===== config.mk =====
export PLATFORM = sky130hd
export DESIGN_NAME = serial_shiftsub_division
export DESIGN_NICKNAME = d
export VERILOG_FILES = /design/src/rtl/serial_shiftsub_division.sv
export SDC_FILE = /design/constraint.sdc
export NUM_CORES = 1
export LEC_CHECK = 0
export BUFFER_PORTS_ARGS = -buffer_cell sky130_fd_sc_hd__clkbuf_2
export CAP_MARGIN = 25
export CORE_ASPECT_RATIO = 0.7
export CORE_MARGIN = 2
export CORE_UTILIZATION = 35
export DETAILED_ROUTE_END_ITERATION = 16
export PLACE_DENSITY = 0.51
export REMOVE_ABC_BUFFERS = 1
export SETUP_SLACK_MARGIN = 0.05
export SYNTH_ARGS = -nofsm -noshare
export SYNTH_HDL_FRONTEND = slang
export SYNTH_SLANG_ARGS = --single-unit

===== constraint.sdc =====
create_clock -name clk -period 4.6 [get_ports clk]
set_input_delay 0.23 -clock clk [delete_from_list [all_inputs] [get_ports clk]]
set_output_delay 0.23 -clock clk [all_outputs]
set_load 0.01 [all_outputs]

===== src/rtl/serial_shiftsub_division.sv =====
// Unsigned restoring divider: one quotient bit per clock, dividend consumed MSB-first.
// Valid-in / valid-out handshake; a request is taken only while idle.
module serial_shiftsub_division #(
    parameter int WIDTH = 4
) (
    input  logic             clk,
    input  logic             rst,
    input  logic             dividend_valid,
    input  logic [WIDTH-1:0] dividend,
    input  logic [WIDTH-1:0] divisor,
    output logic             ready,
    output logic             quotient_valid,
    output logic [WIDTH-1:0] quotient,
    output logic [WIDTH-1:0] remainder,
    output logic             div_by_zero
);

    localparam int CW = (WIDTH > 1) ? $clog2(WIDTH) : 1;
    localparam logic [CW-1:0] LAST_STEP = CW'(WIDTH - 1);

    typedef enum logic [1:0] {S_IDLE, S_CALC, S_DONE} state_t;

    state_t           r_state;
    state_t           w_state_next;
    logic [WIDTH-1:0] r_dvd;
    logic [WIDTH-1:0] r_dsr;
    logic [WIDTH-1:0] r_quo;
    logic [WIDTH-1:0] r_rem;
    logic             r_dbz;
    logic [CW-1:0]    r_count;

    // Only the trial value needs the extra bit; a stored remainder is always < divisor.
    logic [WIDTH:0]   w_trial;
    logic [WIDTH-1:0] w_diff;
    logic             w_ge;

    assign w_trial = {r_rem, r_dvd[WIDTH-1]};
    assign w_ge    = (w_trial >= {1'b0, r_dsr});
    assign w_diff  = w_trial[WIDTH-1:0] - r_dsr;

    always_ff @(posedge clk or posedge rst) begin
        if (rst) begin
            r_state <= S_IDLE;
        end else begin
            r_state <= w_state_next;
        end
    end

    always_comb begin
        w_state_next = r_state;
        case (r_state)
            S_IDLE: begin
                if (dividend_valid) begin
                    w_state_next = (divisor != '0) ? S_CALC : S_DONE;
                end
            end
            S_CALC: begin
                if (r_count == LAST_STEP) begin
                    w_state_next = S_DONE;
                end
            end
            S_DONE:  w_state_next = S_IDLE;
            default: w_state_next = S_IDLE;
        endcase
    end

    always_comb begin
        ready = (r_state == S_IDLE);
    end

    always_ff @(posedge clk or posedge rst) begin
        if (rst) begin
            r_dvd          <= '0;
            r_dsr          <= '0;
            r_quo          <= '0;
            r_rem          <= '0;
            r_dbz          <= 1'b0;
            r_count        <= '0;
            quotient_valid <= 1'b0;
            quotient       <= '0;
            remainder      <= '0;
            div_by_zero    <= 1'b0;
        end else begin
            quotient_valid <= (r_state == S_DONE);
            case (r_state)
                S_IDLE: begin
                    if (dividend_valid) begin
                        if (divisor != '0) begin
                            r_dvd   <= dividend;
                            r_dsr   <= divisor;
                            r_quo   <= '0;
                            r_rem   <= '0;
                            r_dbz   <= 1'b0;
                            r_count <= '0;
                        end else begin
                            r_quo <= '1;
                            r_rem <= dividend;
                            r_dbz <= 1'b1;
                        end
                    end
                end
                S_CALC: begin
                    r_dvd   <= r_dvd << 1;
                    r_rem   <= w_ge ? w_diff : w_trial[WIDTH-1:0];
                    r_quo   <= (r_quo << 1) | WIDTH'(w_ge);
                    r_count <= r_count + 1'b1;
                end
                S_DONE: begin
                    quotient    <= r_quo;
                    remainder   <= r_rem;
                    div_by_zero <= r_dbz;
                end
                default: ;
            endcase
        end
    end

endmodule


==> metrics.txt <==
WL per Instance 13.7 microns; main combinational cell family by area after synthesis simple AND/OR/NAND/NOR gates; Arr. time, crit path 2220 ps; utilization after layout between 40% and 50%; # clock sinks 31; Slew HR 62.8%; largest net degree at the start of global routing 32; post-route ant nets 0; chip width 82.3 microns; Synth Area in Adders 5.50%; most common cell after layout, fill and taps aside dfrtp_1; Worst EP required around 4800 ps; Final #Nets roughly 190; CTS Root Cell clkbuf_8; Max Fanout on Critical Path 4; sequential share of the synthesized area between 50 and 60%; DP HPWL 2.27 mm; Core Region 4020 sq um; port bufs 21; commonest non-fill, non-tap cells in the layout dfrtp_1 (31), nand2_1 (29), clkbuf_2 (21); Power Internal 0.000794 W; max-slew violation count 0; Row Count 19; critical path class register to register; Synth Area in Simple Gates between 10% and 20%; clk_skew between 4 and 5 ps; initial antenna violation count 0; Post-synth top flop dfrtp_1; Post-CTS Resized 0; Yosys top cell area share between 50 and 60%; H-tree depth 2; WHS 16.2 ps; max cap viols 0; die height 58.8 microns; RSZ-0062 raised after global routing no; Post-Syn Area 1500 sq um; min Tclk post-route a little over 2000 ps; Static Leak 0.867 nW; Ports 22; Slew @ Worst Pin between 500 and 600 ps; xor/xnor share of the synthesized area 0.583%; post-CTS setup buffers 0; startpoint class of the critical path register; Post-CTS Hold Buffers 0; Hold Fails Final Rpt 0; switching share of power 40.5%; combinational power share 50.3%; Worst setup endpoint r_rem[1]$_DFFE_PP0P_; PD cells between 700 and 800 nW/um^2; Worst R2R Setup Slack 2540 ps; die footprint a little under 5000 sq um; Post-Syn Area per Cell 9.88 sq um; mux contribution to synthesized area under 10%; Overflow after GRT 0; Post-route DRC 0; asr flop ratio synth 100%; share of cells above drive strength 1 24.4%; TritonCTS clock tree yes; Via Count approximately 1100; status completed; Hold WC Path Type primary input to asynchronous set/reset pin; GRT Total Usage 15.6%; global-route wire length before repair 5.52 mm; Synth Area in Compound Gates 12.7%; fmax around 0.5 GHz; total power 0.00134 W; drt first pass iters 4; # setup viols final 0; Clk network pwr share 14.2%; Clock Latency Late Sink 280 ps; R2R cell count 7; critical path startpoint r_dsr[1]$_DFFE_PP0P_; post-synth cell types 29; top area cells in the synthesized netlist dfrtp_1 (52%), nand2_1 (7.2%), mux2_2 (6.8%); number of global-route vias before repair 1165; area leader, netlist dfrtp_1; Sum Neg Setup Slack 0 ps; period utilisation layout 44.7%; clk buf depth 2; routability cong. between 0.9 and 1; Max IR drop VDD roughly 260 uV; Post-synth EDFFs 0; 1st-iter DRT viols 53; Via-to-Cell Ratio 5.00; sw power approximately 0.00054 W; clk slew on worst S/H paths 60 ps; P&R area growth vs syn 15.9%; Worst R2R End r_rem[1]$_DFFE_PP0P_; Filler Cell Count 393; total wire length 3.13 mm; Inserted Clock Buffers 5; Worst setup EP type register; Synth Register Bits 31; post-synthesis cell count 152; n_diodes 0; worst r2r src r_dsr[1]$_DFFE_PP0P_; Reg power frac between 30% and 40%; initial core utilization 37.4%; YS warnings 0
[registers in the layout, indices dropped and copies added, names as in the netlist]
| signal | flops |
|---|---|
| quotient | 4 |
| r_dsr | 4 |
| r_dvd | 4 |
| r_quo | 4 |
| r_rem | 4 |
| remainder | 4 |
| r_count | 2 |
| r_state | 2 |
| div_by_zero | 1 |
| quotient_valid | 1 |
| r_dbz | 1 |
[per-layer routing]
layer	track usage [%]	up-vias	part of all wire, %
met1	20.7	542	48
met4	6.43	0	1.6
met3	5.06	7	4.1
met2	23.6	21	46
li1	-	569	-
met5	0	-	0
[per-stage QoR]
| stage | setup WS, ps | instances | cell area [sq um] |
|---|---|---|---|
| floorplan | 2670 | 146 | 1480 |
| global placement | 2640 | 222 | 1670 |
| detailed placement | 2550 | 222 | 1670 |
| CTS | 2540 | 228 | 1740 |
| global route | 2440 | 228 | 1740 |
| finish | 2540 | 228 | 1740 |
[power by group through the flow]
stage          combinational (W)  clock (W)  sequential (W)
6_report                0.000672   0.000189        0.000474
5_1_grt                 0.000773   0.000216        0.000495
4_1_cts                 0.000679   0.000199        0.000475
3_5_place_dp            0.000677          0        0.000480
3_3_place_gp            0.000663          0        0.000471
2_1_floorplan           0.000493          0        0.000475
[worst min-delay path by stage]
| stage | endpoint | start |
|---|---|---|
| CTS | r_rem[0]$_DFFE_PP0P_ | rst |
| floorplan | div_by_zero$_DFFE_PP0P_ | rst |
| global placement | quotient_valid$_DFF_PP0_ | rst |
| global route | quotient[3]$_DFFE_PP0P_ | rst |
| detailed placement | quotient_valid$_DFF_PP0_ | rst |
| finish | quotient_valid$_DFF_PP0_ | rst |
[cell families after synthesis]
kind of cell,count (synthesis)
XOR/XNOR,1
multiplexers,12
flip-flops,31
buffers and inverters,14
adder cells (fa/ha/maj),6
AO/OA/AOI/OAI,32
AND/OR/NAND/NOR,56
[synthesized netlist by cell type (2+ instances only)]
cell type and n:
a21oi_1 11, a221o_1 2, a31oi_1 4, clkbuf_1 5, dfrtp_1 31, ha_1 5
inv_1 8, mux2_2 9, mux2i_1 3, nand2_1 29, nand2b_1 3, nand3_1 4
nor2_1 13, o21ai_0 10
[worst max-delay path, cell delays in order, from the launching register on]
cell     delay [ps]
dfrtp_1         410
inv_1            70
ha_1            220
or4_4           540
a21oi_2         140
nor2_2           90
mux2i_1         130
a221o_1         340
[final cells by class]
class | count | area [sq um] | area share (%)
flip-flops and latches | 31 | 776 | 44.6
well taps | 52 | 65.1 | 3.74
inverters | 8 | 30.0 | 1.73
repair buffers | 24 | 128 | 7.33
clock buffers | 6 | 72.6 | 4.17
multi-input cells | 107 | 669 | 38.5
No activity file was read; power rests on OpenSTA's default activity.
